<file path="src/rtl/buffer_issue_writer_pkg.sv">
// Shared definitions for the buffer / issue-counter handshake: FSM encoding,
// buffer half-select bits and default geometry (also used by the DSP controller).
package buffer_issue_writer_pkg;

    localparam int unsigned DefDepth = 512;
    localparam int unsigned DefDataW = 18;
    localparam int unsigned DefCntW  = 13;

    // MSB of the buffer address selects the half.
    localparam logic ImgHalf = 1'b0;
    localparam logic FltHalf = 1'b1;

    typedef enum logic [1:0] {
        StIdle,
        StFill,
        StWait,
        StDone
    } wr_state_e;

endpackage

</file>
<file path="src/rtl/buffer_issue_writer_arbiter.sv">
// Two-request round-robin for the single buffer write port. Priority only
// passes to the other side after a contended grant.
module buffer_issue_writer_arbiter (
    input  logic clk,
    input  logic rst,
    input  logic img_elig,
    input  logic flt_elig,
    input  logic img_valid,
    input  logic flt_valid,
    output logic img_ready,
    output logic flt_ready,
    output logic img_grant,
    output logic flt_grant
);

    logic prio_flt_q;
    logic img_req;
    logic flt_req;

    assign img_req   = img_elig & img_valid;
    assign flt_req   = flt_elig & flt_valid;
    assign img_ready = img_elig & (~flt_req | ~prio_flt_q);
    assign flt_ready = flt_elig & (~img_req | prio_flt_q);
    assign img_grant = img_valid & img_ready;
    assign flt_grant = flt_valid & flt_ready;

    always_ff @(posedge clk or negedge rst) begin
        if (!rst) begin
            prio_flt_q <= 1'b0;
        end else if (img_req && flt_req) begin
            prio_flt_q <= ~prio_flt_q;
        end
    end

endmodule

</file>
<file path="src/rtl/buffer_issue_writer.sv">
// Producer side of the buffer / issue-counter handshake: writes image and filter
// streams into the shared buffer. Optional ISSUE_WRITER_STATS_EN adds stall_cycles.
module buffer_issue_writer
    import buffer_issue_writer_pkg::*;
#(
    parameter int unsigned DEPTH  = DefDepth,
    parameter int unsigned DATA_W = DefDataW,
    parameter int unsigned CNT_W  = DefCntW
) (
    input  logic                    clk,
    input  logic                    rst,
    input  logic                    start,
    input  logic [CNT_W-1:0]        image_length,
    input  logic [CNT_W-1:0]        filter_length,
    input  logic                    img_valid,
    output logic                    img_ready,
    input  logic [DATA_W-1:0]       img_data,
    input  logic                    flt_valid,
    output logic                    flt_ready,
    input  logic [DATA_W-1:0]       flt_data,
    output logic                    wr_en,
    output logic [$clog2(DEPTH):0]  wr_addr,
    output logic [DATA_W-1:0]       wr_data,
    output logic [CNT_W-1:0]        issue_a_alloc_counter,
    output logic [CNT_W-1:0]        filter_issue_counter,
    input  logic [CNT_W-1:0]        issue_a_dsp_counter,
    input  logic [CNT_W-1:0]        filter_dsp_counter,
    output logic                    busy,
    output logic                    done
`ifdef ISSUE_WRITER_STATS_EN
    ,
    output logic [15:0]             stall_cycles
`endif
);

    localparam int unsigned AW = $clog2(DEPTH);
    localparam logic [CNT_W-1:0] DepthC = CNT_W'(DEPTH);
    localparam logic [CNT_W-1:0] CntOne = CNT_W'(1);

    wr_state_e state_q, state_d;

    logic [CNT_W-1:0]  img_len_q, flt_len_q;
    logic [CNT_W-1:0]  img_iss_q, flt_iss_q;
    logic [CNT_W-1:0]  img_pub_q, flt_pub_q;
    logic [CNT_W-1:0]  img_occ, flt_occ;
    logic              img_elig, flt_elig;
    logic              img_grant, flt_grant;
    logic              wr_en_q;
    logic [AW:0]       wr_addr_q;
    logic [DATA_W-1:0] wr_data_q;

    // Occupancy is modulo 2^CNT_W so it stays correct across counter wrap.
    assign img_occ  = img_iss_q - issue_a_dsp_counter;
    assign flt_occ  = flt_iss_q - filter_dsp_counter;
    assign img_elig = (state_q == StFill) && (img_iss_q < img_len_q) && (img_occ < DepthC);
    assign flt_elig = (state_q == StFill) && (flt_iss_q < flt_len_q) && (flt_occ < DepthC);

    buffer_issue_writer_arbiter u_arbiter (
        .clk       (clk),
        .rst       (rst),
        .img_elig  (img_elig),
        .flt_elig  (flt_elig),
        .img_valid (img_valid),
        .flt_valid (flt_valid),
        .img_ready (img_ready),
        .flt_ready (flt_ready),
        .img_grant (img_grant),
        .flt_grant (flt_grant)
    );

    always_comb begin
        state_d = state_q;
        case (state_q)
            StIdle: if (start) state_d = StFill;
            StFill: begin
                if ((img_iss_q == img_len_q) && (flt_iss_q == flt_len_q)) state_d = StWait;
            end
            StWait: begin
                if ((img_pub_q == img_len_q) && (flt_pub_q == flt_len_q) &&
                    (issue_a_dsp_counter == img_len_q) && (filter_dsp_counter == flt_len_q)) begin
                    state_d = StDone;
                end
            end
            StDone:  state_d = StDone;
            default: state_d = StIdle;
        endcase
    end

    always_ff @(posedge clk or negedge rst) begin
        if (!rst) begin
            state_q   <= StIdle;
            img_len_q <= '0;
            flt_len_q <= '0;
            img_iss_q <= '0;
            flt_iss_q <= '0;
            img_pub_q <= '0;
            flt_pub_q <= '0;
            wr_en_q   <= 1'b0;
            wr_addr_q <= '0;
            wr_data_q <= '0;
        end else begin
            state_q <= state_d;
            if ((state_q == StIdle) && start) begin
                img_len_q <= image_length;
                flt_len_q <= filter_length;
                img_iss_q <= '0;
                flt_iss_q <= '0;
            end else begin
                if (img_grant) img_iss_q <= img_iss_q + CntOne;
                if (flt_grant) flt_iss_q <= flt_iss_q + CntOne;
            end

            wr_en_q <= img_grant | flt_grant;
            if (img_grant) begin
                wr_addr_q <= {ImgHalf, img_iss_q[AW-1:0]};
                wr_data_q <= img_data;
            end else if (flt_grant) begin
                wr_addr_q <= {FltHalf, flt_iss_q[AW-1:0]};
                wr_data_q <= flt_data;
            end

            // Publish only once the write is on the port, so the DSP never runs ahead.
            if (wr_en_q) begin
                if (wr_addr_q[AW] == ImgHalf) img_pub_q <= img_pub_q + CntOne;
                else                          flt_pub_q <= flt_pub_q + CntOne;
            end
        end
    end

    assign wr_en                 = wr_en_q;
    assign wr_addr               = wr_addr_q;
    assign wr_data               = wr_data_q;
    assign issue_a_alloc_counter = img_pub_q;
    assign filter_issue_counter  = flt_pub_q;
    assign busy                  = (state_q == StFill) || (state_q == StWait);
    assign done                  = (state_q == StDone);

`ifdef ISSUE_WRITER_STATS_EN
    logic [15:0] stall_q;
    logic        img_full, flt_full, stall_evt;

    assign img_full  = (state_q == StFill) && (img_iss_q < img_len_q) && (img_occ >= DepthC);
    assign flt_full  = (state_q == StFill) && (flt_iss_q < flt_len_q) && (flt_occ >= DepthC);
    assign stall_evt = (img_valid && img_full) || (flt_valid && flt_full);

    always_ff @(posedge clk or negedge rst) begin
        if (!rst) begin
            stall_q <= '0;
        end else if (stall_evt && (stall_q != 16'hFFFF)) begin
            stall_q <= stall_q + 16'd1;
        end
    end

    assign stall_cycles = stall_q;
`endif

endmodule

</file>
<file path="config.mk">
export PLATFORM = sky130hd
export DESIGN_NAME = buffer_issue_writer
export DESIGN_NICKNAME = d
export VERILOG_FILES = /design/src/rtl/buffer_issue_writer_pkg.sv /design/src/rtl/buffer_issue_writer_arbiter.sv /design/src/rtl/buffer_issue_writer.sv
export SDC_FILE = /design/constraint.sdc
export NUM_CORES = 1
export LEC_CHECK = 0
export ABC_AREA = 1
export CORE_MARGIN = 2
export CORE_UTILIZATION = 43
export DETAILED_ROUTE_END_ITERATION = 10
export PLACE_DENSITY = 0.67
export SLEW_MARGIN = 20
export SYNTH_ARGS = -nofsm -noshare
export SYNTH_HDL_FRONTEND = slang
export SYNTH_SLANG_ARGS = --single-unit
</file>
<file path="constraint.sdc">
create_clock -name clk -period 3 [get_ports clk]
set_clock_uncertainty 0.1 [all_clocks]
set_input_delay 0.3 -clock clk [delete_from_list [all_inputs] [get_ports clk]]
set_output_delay 0.3 -clock clk [all_outputs]
set_load 0.01 [all_outputs]
</file>
==> flow_summary.yaml <==
floorplanning:
  rows: 49
  io_pins: 152
  core_mm2: 0.0181
  die_area_mm2: 0.0196
  initial_core_util_pct: 44.1
  die_height_um: 140
  die_w_um: 140
yosys:
  ys_warn_count: 0
  ys_top_cells_by_area: "dfrtp_1, nand2_1, nand3_1"
  yosys_most_used_dff: "dfrtp_1"
  yosysUniqueCellTypes: 38
  synth_fp_nets: 1214
  yosys_register_bits: 110
  ys_seq_area_share_pct: 34.5
  synth_cells: 1064
  synthesis.area_mm2: 0.00797
  ys_top_cells_by_count: "nand2_1, nand3_1, inv_1"
  async_reset_ff_share_pct: 100
  synth.most_common_cell: "nand2_1"
  syn_area_per_cell_um2: 7.49
  synth.top_cell.area_share_pct: 34.5
  synth_top_cell_by_area: "dfrtp_1"
  synth-edff-count: 0
worst_setup_path:
  cp_top_family: "simple AND/OR/NAND/NOR gates"
  cpMostUsedCell: "nand2_1"
  path_depth: 13
  cp_data_required_time_ns: 2.60
  path_max_fanout: 4
  crit_chain: "ha_1, nand2_1, o21bai_1, nand2_1, a21oi_2, nand2_1, nor2_2, nand4_4, nor2_8, nand2_4, nand2_1, inv_1, dlymetal6s2s_1"
  worstSetupStartpointType: "register"
  cp-end-kind: "output port"
  crit_type: "reg -> out"
  regToRegSetupSlack_ns: 0.23
  crit_buf_inv: 2
  slowest_stage: "dfrtp_2"
  reg2regPathDepth: 13
  critPathMaxStageDelay_ns: 0.46
  cp_data_arrival_time_ns: 2.49
pwr:
  p_leak_nw: 5.50
  peakVddDrop_v: 0.000305
  powerDensity_mw_per_mm2: 537
sta:
  hold_slack_ns: 0.398
  final_max_slew_viol_count: 0
  hold_viol: 0
  setup_tns_ns: 0
  max_slew.worst_pin.slew_ns: 0.647
  slew_headroom_pct: 56.8
  finalCriticalPeriod_ns: 2.89
  rsz0062_at_grt: "yes"
  setup_slack_ns: 0.111
  setup_violations: 0
  fin_crit_sh_pct: 96.3
  fmax_mhz: 346
detailed_routing:
  drtIter0Drc: 614
  vias_per_cell: 5.21
  drtPass1Iterations: 8
  vias: 7858
  ant_nets: 0
  remaining_drc_errors: 7
  wl_um: 24900
  drt-wirelength-per-cell_um: 16.6
clock_network:
  cts-root-buf: "clkbuf_16"
  cts_tree: "done"
  numCtsBuffers: 9
  clk_latency_ns: 0.36
  cts_buffer_depth: 2
  numClockSinks: 110
  clkTransAtPathRegs_ns: 0.08
  htree_levels: 3
status:
  status: "complete, but fails checks"
  violations: "DRC"
global_routing:
  grt_overflow: 0
  grt_pass1_vias: 7414
  grt_max_degree: 48
  grt_pass1_wl_um: 39500
  grt_usage_pct: 25.5
  antenna_found_initial: 0
placed_design:
  place.gp.congestion: 0.930
  dpl.hpwl_um: 19400
  io_buffer_count: 151
  dp_slack_ns: -0.281
  place_inst: 1484
final_layout:
  nets: 1423
  antenna_cells: 0
  area_growth_pct: 34.3
  utilization_pct: 59.2
  finalNonFillerCells: 1507
  drive_gt1_share_pct: 12.5
min_path:
  hp-class: "in -> async"
job:
  cap_viol_max_count: 0
[area by class of cell]
type	instances	area, um^2
clock buffers	9	225
clock inverters	7	86.3
fillers	1604	7380
inverters	162	608
multi-input cells	759	4600
flip-flops and latches	110	2760
well taps	229	287
repair buffers	231	2140
[per-layer routing]
metal | up-vias | GRT usage, % | part of all wire (%)
met5 | - | 0 | 0
met4 | 0 | 8.93 | 3.2
met3 | 53 | 3.45 | 5.8
met2 | 254 | 41.0 | 46
met1 | 3668 | 35.3 | 45
li1 | 3883 | - | -
[worst register-to-register path, stage by stage (launching register included)]
cell,delay [ns]
dfrtp_2,0.45
buf_4,0.16
ha_1,0.32
nand4_1,0.11
nand2_1,0.08
a31oi_2,0.19
nand3_1,0.15
nor2_4,0.16
nand4_4,0.13
buf_4,0.28
nand2_4,0.15
nand2_2,0.17
nand3b_1,0.16
nand2_1,0.06
[state kept, by name (all words and copies together) (netlist names), 2 cells and up]
signal                 flops
img_iss_q                 13
img_len_q                 13
wr_addr                   10
wr_data                   18
issue_a_alloc_counter     13
flt_len_q                 13
filter_issue_counter      13
flt_iss_q                 13
state_q                    2
[kinds of logic after synthesis]
family / share of synthesized area [%]
xor+xnor: 8.90
fa+ha+maj: 8.95
simple gates: 32.5
flops: 34.5
buf+inv: 10.3
mux: 0.282
compound gates: 4.57
[stage by stage]
stage	total power, mW	cell area [um^2]
after floorplan	3.32	7970
after global placement	4.35	10100
after detailed placement	4.39	10100
after CTS	5.72	10500
after global routing	6.10	10700
final	5.75	10700
[path summary, 6_finish.rpt]
path                                from       endpoint
max                        img_iss_q[12]      flt_ready
min                                  rst     state_q[1]
max reg2reg                flt_iss_q[11]  img_iss_q[12]
min reg2reg                  wr_data[15]    wr_data[15]
max in group asynchronous            rst  img_iss_q[10]
min in group clk             flt_data[9]     wr_data[9]
[power breakdown]
| part | total [mW] | internal [mW] | switching, mW |
|---|---|---|---|
| registers | 2.15 | 1.81 | 0.337 |
| logic | 2.31 | 1.07 | 1.24 |
| clock network | 1.29 | 0.669 | 0.622 |
| total | 5.75 | 3.55 | 2.20 |
[what timing repair did]
action                                  in CTS  in global routing
buffers inserted                             2                  4
hold buffers                                 1                  0
gates cloned                                 0                  0
endpoints found under the hold margin       44                  0
resized for setup                           16                 23
endpoints found under the setup margin       2                 29
pin swaps                                    1                  2
[placed cells by master, fill, tap and decap left out, types with 3 or more instances in the layout]
cell	netlist	routed
o22ai_1	11	11
nor4_1	9	9
clkbuf_16	0	9
nor2_1	76	72
nor2_2	2	5
a21oi_2	0	3
nor3_1	12	11
clkdlybuf4s50_1	0	148
xor2_1	62	62
a21oi_1	45	42
ha_4	0	11
o21ai_0	3	3
dfrtp_1	110	106
nand3_2	9	9
xnor2_1	19	19
inv_2	5	8
nand3b_1	13	13
nand2_1	223	218
buf_4	7	76
nand3_1	167	167
dfrtp_2	0	4
nand2_4	2	3
nand4_1	28	28
nand2_2	5	9
inv_1	157	154
ha_1	57	46
Power figures use the tool's default switching activity.
==> edit 1: new RTL, config.mk and constraints unchanged <==
The package constant `DefCntW` goes from 13 to 14.
--- a/src/rtl/buffer_issue_writer_pkg.sv
+++ b/src/rtl/buffer_issue_writer_pkg.sv
@@ -6,3 +6,3 @@
     localparam int unsigned DefDataW = 18;
-    localparam int unsigned DefCntW  = 13;
+    localparam int unsigned DefCntW  = 14;
 
Ports: changed (6 resized); port bits go from 152 to 158. The function was not compared with the original's and may differ.
==> edit 1 against the original RTL <==
  * Routed wire length increased by 3.3%
  * Critical path depth grew 5
  * Largest cell class unchanged
  * Count of clock-buffer cells in the layout up 11
  * Setup slack lost 0.067 ns
  * Synthesized area up 5.8%
  * Sequential share of layout area down 2.0 points
  * Sequential cell count up 6
  * Highest routed layer unchanged
  * Final area up 15%
Power is not compared: it rests on default switching activity, and its combinational part moved more than twofold at a synthesized area within 25%.
==> edit 1: results (changes against the original RTL) <==
[critical_path]
slowest_stage = clkdlybuf4s50_1  ; was dfrtp_2
rr_worst_depth = 19  ; was 13
critPathArrivalTime_ns = 2.56  ; was 2.49 ns
r2r_slack_ns = 0.13  ; was 0.23 ns
crit_family = buffers and inverters  ; was simple AND/OR/NAND/NOR gates

[logic_synthesis]
synth_compound_area_share_pct = 3.96  ; was 4.57%
synth_xor_area_share_pct = 9.03  ; was 8.90%
synth.area.mux_share_pct = 0.400  ; was 0.282%
seq_area_frac_synth_pct = 34.4  ; was 34.5%
synth_commonest_cells = nand2_1, nand3_1, inv_1  ; unchanged
synth_area_leaders = dfrtp_1, nand2_1, nand3_1  ; unchanged
yosys.cell_types.count = 35  ; was 38
synth_nets = 1331  ; was 1214
synth_fa_ha_area_share_pct = 9.05  ; was 8.95%
avgSynthCellArea_um2 = 7.19  ; was 7.49 µm²

[finish]
largest_reg_flops = 18  ; unchanged
final_layout_size_suffix_gt1_share_pct = 18.3  ; was 12.5%

[detailed_routing]
drt_pass1_iterations = 6  ; was 8
vias = 8602  ; was 7858
met3_length_mm = 1.15  ; was 1.44 mm
met2_length_mm = 12.8  ; was 11.6 mm
drt_wl_total_mm = 25.8  ; was 24.9 mm
drt_iter0_drc = 563  ; was 614

[global_route]
grt_pass1_vias = 8067  ; was 7414
grt_pass1_wl_mm = 39.6  ; was 39.5 mm
grt_start_max_net_pins = 71  ; was 48
grt.total_usage_pct = 24.2  ; was 25.5%

[timing]
hold_slack_ns = 0.326  ; was 0.398 ns
relSlewSlack_pct = 49.5  ; was 56.8%

[placement]
dp_cells = 1647  ; was 1484
place.detailed.hpwl_mm = 18.6  ; was 19.4 mm
numPortBuffers = 157  ; was 151
placed_area_mm2 = 0.0108  ; was 0.0101 mm²

[cts]
cts_inserted_buffers = 17  ; was 9
cts_max_level = 4  ; was 3
clock_latency_ns = 0.42  ; was 0.36 ns
path_clk_slew_ns = 0.05  ; was 0.08 ns

[status]
status = finished, final reports clean  ; was finished, violations left

edit 1: cell types whose count changed after synthesis, sizes merged, moves of 4 or more:
cell	unedited run	this run
o22ai	11	0
nand3	176	166
dfrtp	110	116
o21ai	3	7
nor4	10	5
nor2	79	104
nand2	230	305
nor3	12	16
inv	162	168
a21oi	45	53
ha	57	61
edit 1: final timing paths:
check / start / endpoint
max: filter_dsp_counter[7] / flt_ready
min: rst / filter_issue_counter[11]
max reg2reg: flt_iss_q[8] / img_iss_q[5]
min reg2reg: u_arbiter.prio_flt_q / u_arbiter.prio_flt_q
max in group asynchronous: rst / img_iss_q[7]
min in group clk: img_data[11] / wr_data[11]
edit 1: metrics by stage:
step	worst slack, ns	util [%]
2_1_floorplan	0.524	-
3_3_place_gp	-0.306	56.1
3_5_place_dp	-0.331	56.1
4_1_cts	0.00275	60.7
5_1_grt	-0.119	63.6
6_report	0.0436	63.6
edit 1: cell families after synthesis:
logic type / count (synthesis)
buffers and inverters: 199
muxes: 3
DFF: 116
xor gates and xnor gates: 87
AOI/OAI and AO/OA: 64
adders and majority gates: 61
and+or+nand+nor: 643
edit 1: what timing repair did:
action	in CTS	in global routing
endpoints found under the hold margin	41	0
gates resized for setup	35	95
pin swaps	7	28
buffers inserted	9	15
hold buffers	1	0
gates cloned	0	3
setup endpoints to repair	2	58
edit 1: final cells by class:
class	instances	area, µm²
flip-flops and latches	116	2920
clock inverters	12	201
fillers	1671	7040
clock buffers	20	457
inverters	168	657
well taps	265	332
repair inverters	2	22.5
multi-input cells	858	5240
repair buffers	264	2460
edit 1: routing by layer:
metal / GRT usage (%) / vias to the layer above
met4: 9.24 / 0
met2: 41.5 / 253
li1: - / 4271
met1: 30.7 / 4027
met5: 0 / -
met3: 3.94 / 51
edit 1: worst reg2reg max path, cell delays in order (launching register included):
cell,delay [ns]
dfrtp_2,0.45
ha_4,0.31
nand2_4,0.07
inv_2,0.05
nand2_1,0.06
nor3_2,0.20
nand2_1,0.09
nand2_1,0.06
nand2_1,0.04
nand2_1,0.06
inv_2,0.04
nor2_4,0.12
nand4_1,0.15
buf_4,0.16
buf_4,0.12
buf_4,0.15
nand2_8,0.18
buf_12,0.15
nand2_2,0.05
o21ai_2,0.17
edit 1: report_power, final:
group	switching, mW	total [mW]	internal [mW]
Sequential	0	1.57	1.57
Combinational	0.157	0.350	0.193
Clock	0.752	2.27	1.52
Total	0.910	4.19	3.28
==> edit 2: new RTL, config.mk and constraints unchanged <==
Without the edit above. Re-encode `wr_state_e` (4 states) as one-hot, 4 bits wide.
--- a/src/rtl/buffer_issue_writer_pkg.sv
+++ b/src/rtl/buffer_issue_writer_pkg.sv
@@ -12,7 +12,7 @@
 
-    typedef enum logic [1:0] {
-        StIdle,
-        StFill,
-        StWait,
-        StDone
+    typedef enum logic [3:0] {
+        StIdle = 4'b0001,
+        StFill = 4'b0010,
+        StWait = 4'b0100,
+        StDone = 4'b1000
     } wr_state_e;
Function: same outputs for any inputs over 4 cycles, from zero or initial values and one cycle with rst low; so few cycles prove little.
==> edit 2 against the original RTL <==
  * Routed wire length shrank 2.0%
  * Sequential cell count grew 2
  * Largest cell class unchanged
  * Synthesized area grew 3.1%
  * Hold slack lost 0.028 ns
  * Final area grew 4.9%
  * Highest routed layer unchanged
  * Total power shrank 3.0%
  * Critical path type is now input port to output port
  * Setup slack gained 0.0056 ns
==> edit 2: results (changes against the original RTL) <==
[critical_path]
crit_path_max_fanout = 3  ; was 4
rr_worst_depth = 12  ; was 13
max_stage_delay_ns = 0.50  ; was 0.46 ns
slowest_stage = clkdlybuf4s50_1  ; was dfrtp_2

[detailed_routing]
routedWlPerCell_um = 15.4  ; was 16.6 µm
drt_pass1_iterations = 5  ; was 8
drt_iter0_drc = 468  ; was 614
met2_length_mm = 12.3  ; was 11.6 mm
viasPerCell = 5.12  ; was 5.21

[power]
clkPwrFrac_pct = 21.3  ; was 22.5%
p_sw_share_pct = 38.3  ; about the same
internal_power_mw = 3.44  ; was 3.55 mW

[finish]
final_layout_size_suffix_gt1_share_pct = 15.5  ; was 12.5%
num-nets-final = 1494  ; was 1423

[global_route]
grt_util_met3_pct = 3.67  ; was 3.45%
grt_start_max_net_pins = 60  ; was 48
grtUsageMet2_pct = 42.7  ; was 41.0%
grt_pass1_vias = 7942  ; was 7414
use_met1_pct = 31.2  ; was 35.3%

[placement]
place.detailed.hpwl_mm = 18.9  ; was 19.4 mm
placed_area_mm2 = 0.0105  ; was 0.0101 mm²

[timing]
relSlewSlack_pct = 55.9  ; was 56.8%

[logic_synthesis]
seq_area_frac_synth_pct = 34.1  ; was 34.5%
synth_commonest_cells = nand2_1, inv_1, nand3_1  ; was nand2_1, nand3_1, inv_1
synth_nets = 1264  ; was 1214

[status]
status = finished, final reports clean  ; was finished, violations left

[edit 2: cell count changes in the layout (fill, tap and decap cells not counted), sizes merged, moves of 5 or more]
| cell | change |
|---|---|
| ha | -5 |
| nor3 | +10 |
| clkdlybuf4s50 | -10 |
| inv | -19 |
| a21oi | -16 |
| nand2 | +90 |
| nand3 | -25 |
| nand3b | -8 |
| nor2 | +11 |
| o22ai | -10 |
| buf | +13 |
| xnor2 | +5 |
| o21ai | +25 |
| dlymetal6s2s | +6 |
[edit 2: stage by stage]
stage	utilization (%)	std cells
after detailed placement	56.4	1560
final	60.0	1588
after floorplan	-	1119
after global routing	60.0	1588
after global placement	56.4	1560
after CTS	59.0	1580
[edit 2: final cells by class]
class,count,area [µm²]
Inverter,145,544
Multi-Input combinational cell,839,5050
Timing Repair Buffer,242,2250
Fill cell,1723,7480
Tap cell,234,293
Clock inverter,6,52.6
Clock buffer,10,229
Sequential cell,112,2810
[edit 2: logic make-up (layout without fill, tap and decap cells)]
family	Yosys count	in the layout	share of synthesized area (%)
buffers and inverters	169	403	8.22
flip-flops	112	112	34.1
AO/OA/AOI/OAI	67	67	4.37
adder cells (fa/ha/maj)	52	52	7.91
AND/OR/NAND/NOR	631	632	36.0
XOR/XNOR	88	88	9.37
[edit 2: worst paths after layout]
path	slack, ns	to	startpoint
max	0.12	img_ready	issue_a_dsp_counter[11]
min	0.37	img_len_q[0]	image_length[0]
max reg2reg	0.30	wr_data[6]	flt_iss_q[10]
min reg2reg	0.40	wr_data[0]	wr_data[0]
max in group asynchronous	1.63	state_q[0]	rst
min in group asynchronous	0.39	wr_data[14]	rst
[edit 2: timing repair]
item,in CTS,in global routing
setup buffers,3,7
endpoints found under the setup margin,2,40
hold buffers,1,0
resized for setup,38,34
endpoints found under the hold margin,46,0
pin swaps,8,11
gates cloned,0,1
